[src/rtl/lzc_pattern_gen.sv]
// Stimulus generator for leading-zero counters: emits vectors with an exactly
// controlled leading-zero count (sweep or LFSR-random) over a valid/ready port.
module lzc_pattern_gen #(
    parameter int          WIDTH    = 16,
    parameter logic [31:0] SEED     = 32'h0000_0001,
    parameter int          NUM_RAND = 64,
    localparam int         ZW       = $clog2(WIDTH) + 1
) (
    input  logic             clk,
    input  logic             rst,
    input  logic             start,
    input  logic             mode,
    input  logic             out_ready,
    output logic             out_valid,
    output logic [WIDTH-1:0] A,
    output logic [ZW-1:0]    zeros,
    output logic             busy,
    output logic             done
);
    localparam int          MAXN       = (WIDTH + 1 > NUM_RAND) ? WIDTH + 1 : NUM_RAND;
    localparam int          CW         = $clog2(MAXN) + 1;
    localparam logic [31:0] SEED_INIT  = (SEED == 32'h0) ? 32'h1 : SEED;
    localparam logic [31:0] TAPS       = 32'h8020_0003;
    localparam logic [ZW-1:0] KMAX     = ZW'(WIDTH);
    localparam logic [ZW-1:0] KWRAP    = ZW'(WIDTH + 1);
    localparam logic [CW-1:0] LAST_SWP = CW'(WIDTH);
    localparam logic [CW-1:0] LAST_RND = CW'(NUM_RAND - 1);

    typedef enum logic [1:0] {S_IDLE, S_EMIT, S_DONE} state_t;

    state_t           state_q, state_d;
    logic             mode_q, mode_d;
    logic [31:0]      lfsr_q, lfsr_d;
    logic [CW-1:0]    cnt_q, cnt_d;
    logic [WIDTH-1:0] a_q, a_d;
    logic [ZW-1:0]    zeros_q, zeros_d;
    logic             valid_q, valid_d;

    logic [31:0]      lfsr_nx;
    logic [CW-1:0]    cnt_inc;
    logic             gen_mode;
    logic             last_vec;
    logic [ZW-1:0]    k_next;

    // Fold out-of-range raw counts back into 0..WIDTH.
    function automatic logic [ZW-1:0] rand_k(input logic [ZW-1:0] kr);
        return (kr > KMAX) ? kr - KWRAP : kr;
    endfunction

    function automatic logic [WIDTH-1:0] form_vec(input logic [ZW-1:0] k,
                                                  input logic [WIDTH-2:0] r);
        logic [WIDTH-1:0] base;
        base = {1'b1, r};
        if (k >= KMAX) begin
            return '0;
        end
        return base >> k;
    endfunction

    assign lfsr_nx  = lfsr_q[0] ? ((lfsr_q >> 1) ^ TAPS) : (lfsr_q >> 1);
    assign cnt_inc  = cnt_q + CW'(1);
    assign gen_mode = (state_q == S_IDLE) ? mode : mode_q;
    assign last_vec = mode_q ? (cnt_q == LAST_RND) : (cnt_q == LAST_SWP);

    // Count for the vector built on this edge; the first sweep vector is always k=0.
    always_comb begin
        k_next = rand_k(lfsr_nx[31 -: ZW]);
        if (!gen_mode) begin
            k_next = (state_q == S_IDLE) ? '0 : cnt_inc[ZW-1:0];
        end
    end

    always_comb begin
        state_d = state_q;
        mode_d  = mode_q;
        lfsr_d  = lfsr_q;
        cnt_d   = cnt_q;
        a_d     = a_q;
        zeros_d = zeros_q;
        valid_d = valid_q;
        case (state_q)
            S_IDLE: begin
                if (start) begin
                    state_d = S_EMIT;
                    mode_d  = mode;
                    cnt_d   = '0;
                    lfsr_d  = lfsr_nx;
                    a_d     = form_vec(k_next, lfsr_nx[WIDTH-2:0]);
                    zeros_d = k_next;
                    valid_d = 1'b1;
                end
            end
            S_EMIT: begin
                if (valid_q && out_ready) begin
                    if (last_vec) begin
                        state_d = S_DONE;
                        valid_d = 1'b0;
                    end else begin
                        cnt_d   = cnt_inc;
                        lfsr_d  = lfsr_nx;
                        a_d     = form_vec(k_next, lfsr_nx[WIDTH-2:0]);
                        zeros_d = k_next;
                    end
                end
            end
            S_DONE: begin
                state_d = S_IDLE;
            end
            default: begin
                state_d = S_IDLE;
                valid_d = 1'b0;
            end
        endcase
    end

    always_ff @(posedge clk) begin
        if (rst) begin
            state_q <= S_IDLE;
            mode_q  <= 1'b0;
            lfsr_q  <= SEED_INIT;
            cnt_q   <= '0;
            a_q     <= '0;
            zeros_q <= '0;
            valid_q <= 1'b0;
        end else begin
            state_q <= state_d;
            mode_q  <= mode_d;
            lfsr_q  <= lfsr_d;
            cnt_q   <= cnt_d;
            a_q     <= a_d;
            zeros_q <= zeros_d;
            valid_q <= valid_d;
        end
    end

    assign out_valid = valid_q;
    assign A         = a_q;
    assign zeros     = zeros_q;
    assign busy      = (state_q != S_IDLE);
    assign done      = (state_q == S_DONE);
endmodule

[config.mk]
export PLATFORM = sky130hd
export DESIGN_NAME = lzc_pattern_gen
export DESIGN_NICKNAME = d
export VERILOG_FILES = /design/src/rtl/lzc_pattern_gen.sv
export SDC_FILE = /design/constraint.sdc
export NUM_CORES = 1
export LEC_CHECK = 0
export ABC_CLOCK_PERIOD_IN_PS = 4500
export CORE_MARGIN = 5
export CORE_UTILIZATION = 50
export DETAILED_ROUTE_END_ITERATION = 8
export DONT_BUFFER_PORTS = 1
export SETUP_SLACK_MARGIN = 0.05
export SLEW_MARGIN = 10
export SYNTH_ARGS = -nofsm -noshare
export SYNTH_HDL_FRONTEND = slang
export SYNTH_SLANG_ARGS = --single-unit
[constraint.sdc]
create_clock -name clk -period 4.5 [get_ports clk]
set_input_delay 1.125 -clock clk [delete_from_list [all_inputs] [get_ports clk]]
set_output_delay 1.125 -clock clk [all_outputs]
set_load 0.005 [all_outputs]
==> metrics.yaml, run 1 <==
final_layout:
  layoutNonFillerInstCount: 489
  sequential_cell_area_mm2: 0.00128
  num_antenna_cells: 0
  area_of_combinational_cells_with_multiple_inputs_mm2: 0.00190
  fill_cells: 636
  layout-area-overhead-vs-synth_pct: 4.91
  mostFrequentLayoutCell: "nand2_1"
  net_count_of_the_finished_layout: 415
  drive_above_1_share: 0.0777
  top_library_cells_by_usage_in_the_layout_fill_and_taps_aside: "87 x nand2_1, 64 x dfxtp_1, 44 x a21oi_1"
worst_setup_path:
  crit_path_cell_trace: "inv_1, ha_1, or3b_4, a221oi_2, o22a_2, mux2i_1, mux2_2, o21ai_1, a32oi_1, o22ai_1"
  worstReg2RegStart: "lfsr_q[28]"
  worst_path_largest_cell_delay_ns: 0.55
  critical_path.endpoint_type: "flop"
  path_max_fanout: 21
  worstReg2RegEnd: "A[1]"
  crit_required_ns: 4.73
  critPathLaunchType: "flop"
  timing_worst_setup_path_type: "reg2reg"
  worstSetupStartpoint: "lfsr_q[28]"
  critical_path.endpoint: "A[1]"
  setup.reg_to_reg.worst_slack_ns: 1.44
  crit_slowest_cell: "o22a_2"
  critPathArrivalTime_ns: 3.29
  worstRegToRegCells: 10
clock_tree:
  tritoncts: "yes"
  clkLatencyLatePin_ns: 0.34
  clk_pin_slew_worst_paths_ns: 0.07
  clock_path_buffers: 2
  cts_root_buf: "clkbuf_8"
  cts_repair_resize_count: 0
  count_of_buffers_added_by_post_cts_timing_repair_for_setup: 0
  cts_hold_buffers: 0
  cts_made_buffers: 9
  clkSinkCount: 64
  htree_num_levels: 3
yosys:
  synth-edff-count: 0
  synthArstFlopShare: 0
  synthesis.nets: 429
  synth_seq_cells: 64
  yosysWarningCount: 0
  average_footprint_of_a_synthesized_cell_um2: 7.94
  synth.cell_area_mm2: 0.00334
  synth_sequential_area_ratio: 0.384
  synthCells: 421
  synthFlopType: "dfxtp_1"
  synth_cell_type_count: 56
job:
  number_of_maximum_capacitance_constraint_violations: 0
hold_path:
  min_delay_path_class: "reg2reg"
  worstHoldStart: "lfsr_q[18]"
grt:
  grt_pass1_wl_um: 13400
  first_global_vias: 2591
  grt_antenna_before_repair: 0
  total_grt_usage: 0.199
  grt_remaining_overflow: 0
  grt_start_max_net_pins: 66
timing:
  tightest_slew_ns: 0.738
  setup_tns_ns: 0
  portion_of_the_clock_cycle_consumed_by_the_worst_path_in_the_final_layout: 0.679
  fmax_mhz: 327
  finalHoldViolations: 0
  timing_max_transition_violations_final: 0
  setup_viol: 0
  worst_slew_margin_relative_to_its_limit: 0.508
  hold_slack_ns: 0.448
  grt_setup_unrepaired: "no"
  post-route-worst-setup-slack_ns: 1.44
  fin_skew_ns: 0.00713
  timing.final.crit_period_ns: 3.06
power_and_ir_drop:
  pd_cells_mw_per_mm2: 352
  leakagePower_nw: 1.30
  report.power.total_mw: 1.23
  irDropWorstVdd_v: 0.000229
die:
  top_level_ports: 29
  rows: 29
  initial_core_util: 0.520
  die-width_um: 91.7
  die_area_mm2: 0.00842
  chipHeight_um: 91.7
  design.core.area_mm2: 0.00642
placed_design:
  place_hpwl_um: 5420
  port-buffer-count: 0
  gp_routability_congestion: 0.939
  place.detailed.instances: 473
  worst_slack_placed_ns: 1.45
detailed_routing:
  via_count: 2872
  route.antenna.remaining_nets: 0
  drt_pre_antenna_iters: 4
  detail_route.drc_violations: 0
  vias_per_cell: 5.87
  total_wire_length_after_detailed_routing_um: 7990
  initialDrtViolationCount: 170
  avg_wl_per_cell_um: 16.3
run_status:
  run_status: "completed"
==> worst min-delay path by stage <==
stage,end,cells past startpoint
2_1_floorplan,lfsr_q[16],2
3_3_place_gp,lfsr_q[25],2
3_5_place_dp,lfsr_q[24],2
4_1_cts,lfsr_q[17],2
5_1_grt,lfsr_q[18],2
6_report,lfsr_q[18],2
==> metal layers <==
metal	track usage	vias up	part of all wire
met5	0	-	0
met1	0.271	1336	0.49
met3	0.0573	11	0.056
li1	-	1463	-
met4	0.0668	0	0.014
met2	0.304	62	0.44
==> cell usage after synthesis (2+ instances only) <==
library cell | n | area [um2]
a211oi_1 | 8 | 60.1
a21o_1 | 3 | 22.5
a21oi_1 | 44 | 220
a221o_1 | 3 | 30.0
a221oi_1 | 2 | 17.5
a22oi_1 | 6 | 45.0
a2bb2oi_1 | 3 | 26.3
a311oi_1 | 4 | 35.0
a31oi_1 | 3 | 18.8
a32oi_1 | 2 | 17.5
and2_1 | 7 | 43.8
and3_1 | 3 | 18.8
buf_2 | 9 | 45.0
clkbuf_1 | 18 | 67.6
dfxtp_1 | 64 | 1280
ha_1 | 3 | 37.5
inv_1 | 7 | 26.3
mux2_2 | 2 | 22.5
mux2i_1 | 23 | 230
nand2_1 | 87 | 327
nand2b_1 | 4 | 25.0
nand3_1 | 6 | 30.0
nand3b_1 | 3 | 22.5
nand4_1 | 3 | 18.8
nor2_1 | 39 | 146
nor2b_1 | 4 | 25.0
nor3_1 | 11 | 55.1
nor4_1 | 2 | 12.5
o21ai_0 | 9 | 45.0
o22ai_1 | 4 | 25.0
o41ai_1 | 2 | 17.5
or3_1 | 2 | 12.5
xnor2_1 | 7 | 61.3
xor2_1 | 2 | 17.5
==> logic make-up (layout without fill, tap and decap cells) <==
logic type               after synthesis  after routing  share of synthesized area
flip-flops                            64             64                      0.384
AO/OA/AOI/OAI                        110            110                      0.222
AND/OR/NAND/NOR                      173            173                      0.226
adder cells (fa/ha/maj)                3              3                     0.0112
buffers and inverters                 36             27                     0.0509
XOR/XNOR                               9              9                     0.0236
multiplexers                          26             26                     0.0824
==> final cells by class <==
cell class	instances	area share
well taps	77	0.0275
inverters	7	0.00750
clock inverters	7	0.0136
clock buffers	9	0.0353
flip-flops and latches	64	0.366
multi-input cells	321	0.542
repair buffers	4	0.00857
==> critical path: cells and delay by family (launching register included) <==
family / cells / cell delay, ns
flops: 1 / 0.38
buf+inv: 1 / 0.10
compound gates: 5 / 1.23
fa+ha+maj: 1 / 0.23
simple gates: 1 / 0.42
mux: 2 / 0.58
==> registers in the layout, summed over array words and instances, names as in the netlist <==
| signal | cells |
|---|---|
| lfsr_q | 32 |
| mode_q | 1 |
| out_valid | 1 |
| state_q | 2 |
| zeros | 5 |
| A | 16 |
| cnt_q | 7 |
==> through the flow <==
| step | util | cell area, um2 |
|---|---|---|
| floorplan | - | 3340 |
| global placement | 0.519 | 3330 |
| detailed placement | 0.519 | 3330 |
| CTS | 0.546 | 3500 |
| global route | 0.546 | 3500 |
| finish | 0.546 | 3500 |
==> where the power goes <==
group	switching [mW]	leakage [nW]	internal (mW)
Combinational	0.120	0.693	0.0706
Sequential	0.0220	0.519	0.587
Clock	0.235	0.0854	0.199
No activity file was read; power rests on OpenSTA's default activity.
==> run 2: changes to the inputs <==
Settings changed: ABC_CLOCK_PERIOD_IN_PS 4500 to 2610, PLACE_DENSITY set to 0.68.
Clock period 4.5 ns to 2.61 ns, I/O delays scaled along.
==> metrics.yaml, run 2 (synthesized netlist as in run 1, its figures left out) <==
die:
  die-width_um: 91.7
  die_area_mm2: 0.00842
  initial_core_util: 0.520
  chipHeight_um: 91.7
  top_level_ports: 29
  design.core.area_mm2: 0.00642
  rows: 29
final_layout:
  largest_register_ff_count: 32
  largest-register: "lfsr_q"
  top_library_cells_by_usage_in_the_layout_fill_and_taps_aside: "86 x nand2_1, 62 x dfxtp_1, 43 x a21oi_1"
  layout-area-overhead-vs-synth_pct: 19.2
  mostFrequentLayoutCell: "nand2_1"
  drive_above_1_share: 0.200
  num_antenna_cells: 0
  net_count_of_the_finished_layout: 450
  final_cell_area_mm2: 0.00398
run_status:
  failed_checks: "negative setup slack"
  run_status: "complete, but fails checks"
clock_tree:
  clock_path_buffers: 2
  clk_pin_slew_worst_paths_ns: 0.07
  cts_hold_buffers: 0
  clkSinkCount: 64
  cts_made_buffers: 9
  tritoncts: "yes"
  clkLatencyLatePin_ns: 0.34
  htree_num_levels: 3
  cts_root_buf: "clkbuf_8"
power_and_ir_drop:
  pd_cells_mw_per_mm2: 569
  sequentialPowerShare: 0.462
  netSwitchingPower_mw: 0.650
  pwr-share-comb: 0.207
  irDropWorstVdd_v: 0.000310
  leakagePower_nw: 1.48
  report.power.total_mw: 2.27
  clock_network_fraction_of_total_power: 0.331
  cell_internal_pwr_mw: 1.62
  sw_frac_of_total: 0.286
worst_setup_path:
  setup.reg_to_reg.worst_slack_ns: -0.01
  timing_worst_setup_path_type: "reg2reg"
  crit_slowest_cell: "or3b_4"
  critical_path.endpoint_type: "flop"
  worst_path_largest_cell_delay_ns: 0.40
  path_max_fanout: 5
  critPathLaunchType: "flop"
  worstReg2RegEnd: "A[0]"
  crit_required_ns: 2.88
  worstRegToRegCells: 11
  crit_path_cell_trace: "inv_2, ha_4, or3b_4, a221oi_4, o22a_4, buf_6, clkbuf_16, mux2i_2, xnor2_1, a221o_1, o22ai_2"
  worstReg2RegStart: "lfsr_q[29]"
  critPathArrivalTime_ns: 2.89
detailed_routing:
  total_wire_length_after_detailed_routing_um: 8630
  drt_pre_antenna_iters: 5
  detail_route.drc_violations: 0
  route.antenna.remaining_nets: 0
  avg_wl_per_cell_um: 16.5
  vias_per_cell: 5.94
  via_count: 3107
  initialDrtViolationCount: 317
timing:
  post-route-worst-setup-slack_ns: -0.0144
  portion_of_the_clock_cycle_consumed_by_the_worst_path_in_the_final_layout: 1.01
  timing_max_transition_violations_final: 0
  fmax_mhz: 381
  grt_setup_unrepaired: "yes"
  fin_skew_ns: 0.00657
  tightest_slew_ns: 0.507
  timing.final.crit_period_ns: 2.62
  finalHoldViolations: 0
  worst_slew_margin_relative_to_its_limit: 0.662
  setup_viol: 1
placed_design:
  gp_routability_congestion: 0.863
  place_hpwl_um: 5800
  dpl-instance-area_mm2: 0.00354
  port-buffer-count: 0
grt:
  grt_antenna_before_repair: 0
  grt_pass1_wl_um: 13900
  first_global_vias: 2823
  grt_start_max_net_pins: 66
  grt_remaining_overflow: 0
  total_grt_usage: 0.202
hold_path:
  hold-path-endpoint: "A[8]"
  worstHoldStart: "rst"
  min_delay_path_class: "in2reg"
  min_delay_path_depth: 1
job:
  number_of_maximum_capacitance_constraint_violations: 0
## run 2: cell count changes in the layout (fill, tap and decap cells not counted), sizes merged
cell / before / now
buf: 4 / 38
inv: 8 / 7
clkinvlp: 2 / 1
clkbuf: 9 / 13
clkinv: 4 / 2
## run 2: routing by layer
layer	up-vias	wire length [um]	global-route usage
met5	-	0	0
met4	0	193	0.0879
met3	19	491	0.0458
met2	94	4040	0.316
met1	1462	3910	0.268
li1	1532	-	-
## run 2: final cells by class
class	instances	area (um2)
Clock buffer	12	155
Inverter	7	26.3
Clock inverter	3	17.5
Sequential cell	64	1280
Multi-Input combinational cell	321	2060
Tap cell	77	96.3
Fill cell	561	2440
Timing Repair Buffer	39	343
## run 2: worst max-delay path by stage
stage,from,endpoint,slack (ns),cells after the start
2_1_floorplan,lfsr_q[28],A[1],0.05,12
3_3_place_gp,lfsr_q[28],A[5],0.01,11
3_5_place_dp,lfsr_q[29],A[5],-0.04,11
4_1_cts,lfsr_q[29],A[8],0.04,11
5_1_grt,lfsr_q[29],A[0],-0.13,11
6_report,lfsr_q[29],A[0],-0.01,11
## run 2: per-stage QoR
| stage | instances | util | setup TNS (ns) | worst slack, ns | hold slack, ns |
|---|---|---|---|---|---|
| 2_1_floorplan | 421 | - | 0 | 0.0472 | 0.432 |
| 3_3_place_gp | 496 | 0.552 | 0 | 0.0125 | 0.432 |
| 3_5_place_dp | 496 | 0.552 | -0.0361 | -0.0361 | 0.438 |
| 4_1_cts | 516 | 0.588 | 0 | 0.0364 | 0.365 |
| 5_1_grt | 523 | 0.620 | -0.324 | -0.134 | 0.366 |
| 6_report | 523 | 0.620 | -0.0144 | -0.0144 | 0.376 |
## run 2: critical path, delay by kind of cell (launching register included)
family	cells	cell delay, ns
simple gates	1	0.40
xor+xnor	1	0.13
mux	1	0.21
flops	1	0.32
compound gates	4	1.03
buf+inv	3	0.31
fa+ha+maj	1	0.13
## run 2: timing repair
action	4_1_cts	5_1_grt
gates resized for setup	6	28
pin swaps	1	13
setup endpoints to repair	6	14
gates cloned	0	1
buffers inserted	5	6
## run 2: power by group through the flow
stage | logic, mW | clock network (mW) | registers (mW)
finish | 0.469 | 0.750 | 1.05
global route | 0.507 | 0.809 | 1.05
CTS | 0.403 | 0.768 | 1.05
detailed placement | 0.384 | 0 | 1.07
global placement | 0.379 | 0 | 1.07
floorplan | 0.294 | 0 | 1.06
==> run 3: changes to the inputs <==
Settings changed: CORE_MARGIN 5 to 4, SLEW_MARGIN 10 to not set.
==> metrics.yaml, run 3 (synthesized netlist as in run 1, its figures left out) <==
detailed_routing:
  route.antenna.remaining_nets: 0
  vias_per_cell: 5.94
  total_wire_length_after_detailed_routing_um: 8620
  detail_route.drc_violations: 0
  drt_pre_antenna_iters: 5
  initialDrtViolationCount: 240
  avg_wl_per_cell_um: 16.5
  via_count: 3109
timing:
  finalHoldViolations: 0
  portion_of_the_clock_cycle_consumed_by_the_worst_path_in_the_final_layout: 1.01
  grt_setup_unrepaired: "yes"
  post-route-worst-setup-slack_ns: -0.0185
  setup_viol: 2
  fin_skew_ns: 0.00814
  timing_max_transition_violations_final: 0
  tightest_slew_ns: 0.493
  worst_slew_margin_relative_to_its_limit: 0.667
  timing.final.crit_period_ns: 2.63
  fmax_mhz: 380
worst_setup_path:
  worst-path-stages: 11
  crit_required_ns: 2.89
  timing_worst_setup_path_type: "reg2reg"
  critical_path.endpoint_type: "flop"
  worstRegToRegCells: 11
  path_max_fanout: 6
  critPathLaunchType: "flop"
  crit_slowest_cell: "or3b_4"
  worst_path_largest_cell_delay_ns: 0.40
  worstReg2RegStart: "lfsr_q[29]"
  cp_top_family: "simple AND/OR/NAND/NOR gates"
  critical_path.endpoint: "A[8]"
  worstReg2RegEnd: "A[8]"
  critPathArrivalTime_ns: 2.91
  path_buf_inv: 2
  worstSetupStartpoint: "lfsr_q[29]"
  setup.reg_to_reg.worst_slack_ns: -0.02
  worst_path_most_repeated_cell: "mux2i_1"
  crit_path_cell_trace: "inv_2, ha_4, or3b_4, a221oi_4, o22a_4, buf_12, mux2i_2, mux2i_1, mux2i_1, or3_1, a21oi_1"
power_and_ir_drop:
  leakagePower_nw: 1.52
  netSwitchingPower_mw: 0.678
  pwr-share-comb: 0.183
  cell_internal_pwr_mw: 1.97
  sw_frac_of_total: 0.256
  sequentialPowerShare: 0.394
  irDropWorstVdd_v: 0.000432
  report.power.total_mw: 2.65
  clock_network_fraction_of_total_power: 0.423
  pd_cells_mw_per_mm2: 643
final_layout:
  final_cell_utilization_of_the_core: 0.642
  largest_register_ff_count: 32
  top_library_cells_by_usage_in_the_layout_fill_and_taps_aside: "86 x nand2_1, 62 x dfxtp_1, 43 x a21oi_1"
  area_of_combinational_cells_with_multiple_inputs_mm2: 0.00208
  net_count_of_the_finished_layout: 449
  num_antenna_cells: 0
  mostFrequentLayoutCell: "nand2_1"
  sequential_cell_area_mm2: 0.00128
  layout-area-overhead-vs-synth_pct: 23.4
  largest-register: "lfsr_q"
  fill_cells: 527
  drive_above_1_share: 0.204
hold_path:
  min_delay_path_class: "in2reg"
grt:
  grt_start_max_net_pins: 66
  grt_remaining_overflow: 0
  grt_pass1_wl_um: 13600
  first_global_vias: 2788
  groute.layer.met1.usage: 0.264
  grt_antenna_before_repair: 0
  grt.busiest_layer: "met2"
  grt.met3_usage: 0.0601
  total_grt_usage: 0.203
  global_route.usage.met2: 0.321
clock_tree:
  cts_root_buf: "clkbuf_8"
  htree_num_levels: 3
  clkSinkCount: 64
  cts_made_buffers: 9
  clkLatencyLatePin_ns: 0.34
  tritoncts: "yes"
  cts_hold_buffers: 0
  clock_path_buffers: 2
  clk_pin_slew_worst_paths_ns: 0.07
die:
  rows: 29
  die_area_mm2: 0.00805
  top_level_ports: 29
  chipHeight_um: 89.7
  die-width_um: 89.7
  design.core.area_mm2: 0.00642
  initial_core_util: 0.520
run_status:
  failed_checks: "negative setup slack"
  run_status: "complete, but fails checks"
job:
  number_of_maximum_capacitance_constraint_violations: 0
placed_design:
  gp_routability_congestion: 0.921
  port-buffer-count: 0
  place_hpwl_um: 5520
-- run 3: cell count changes in the layout (fill, tap and decap cells not counted), sizes merged --
cell      change
bufinv        +4
clkbuf        -2
clkinv        -1
clkinvlp      -1
-- run 3: worst register-to-register path: stages, from the launching register on --
cell and delay [ns]:
dfxtp_2 0.32, inv_2 0.07, ha_4 0.13, or3b_4 0.40, a221oi_4 0.29, o22a_4 0.27
buf_12 0.15, mux2i_2 0.09, mux2i_1 0.25, mux2i_1 0.12, or3_1 0.35, a21oi_1 0.12
-- run 3: layer usage --
layer | wire [um] | up-vias
met5 | 0 | -
li1 | - | 1537
met4 | 218 | 0
met2 | 3990 | 102
met1 | 3950 | 1449
met3 | 470 | 21
-- run 3: final cells by class --
cell class,instances,share of cell area
Sequential cell,64,0.311
Timing Repair Buffer,38,0.0910
Multi-Input combinational cell,321,0.505
Clock inverter,5,0.0313
Inverter,7,0.00637
Clock buffer,11,0.0319
Tap cell,77,0.0234
-- run 3: how the worst min path moves through the flow --
stage / from / slack, ns / cells after the start / end
floorplan: lfsr_q[16] / 0.43 / 2 / lfsr_q[16]
global placement: lfsr_q[19] / 0.43 / 2 / lfsr_q[19]
detailed placement: lfsr_q[16] / 0.44 / 2 / lfsr_q[16]
CTS: rst / 0.36 / 1 / zeros[0]
global route: rst / 0.35 / 1 / zeros[1]
finish: rst / 0.37 / 1 / zeros[0]
-- run 3: per-stage QoR --
stage	cells	hold WS, ns	setup TNS, ns	setup slack, ns	cell area [um2]
floorplan	421	0.432	0	0.0472	3360
global placement	496	0.433	0	0.102	3550
detailed placement	496	0.439	0	0.00624	3550
CTS	517	0.363	0	0.0527	3930
global route	523	0.353	-0.648	-0.177	4120
finish	523	0.374	-0.0275	-0.0185	4120
-- run 3: timing repair --
item | in CTS | in global routing
resized for setup | 7 | 32
buffers inserted | 3 | 6
pin swaps | 3 | 11
endpoints found under the setup margin | 6 | 10
gates cloned | 2 | 0
-- run 3: power groups by stage --
stage	logic [mW]	registers, mW	clock network, mW
4_1_cts	0.435	1.04	1.13
5_1_grt	0.525	1.05	1.18
2_1_floorplan	0.294	1.06	0
6_report	0.485	1.05	1.12
3_3_place_gp	0.379	1.07	0
3_5_place_dp	0.383	1.07	0
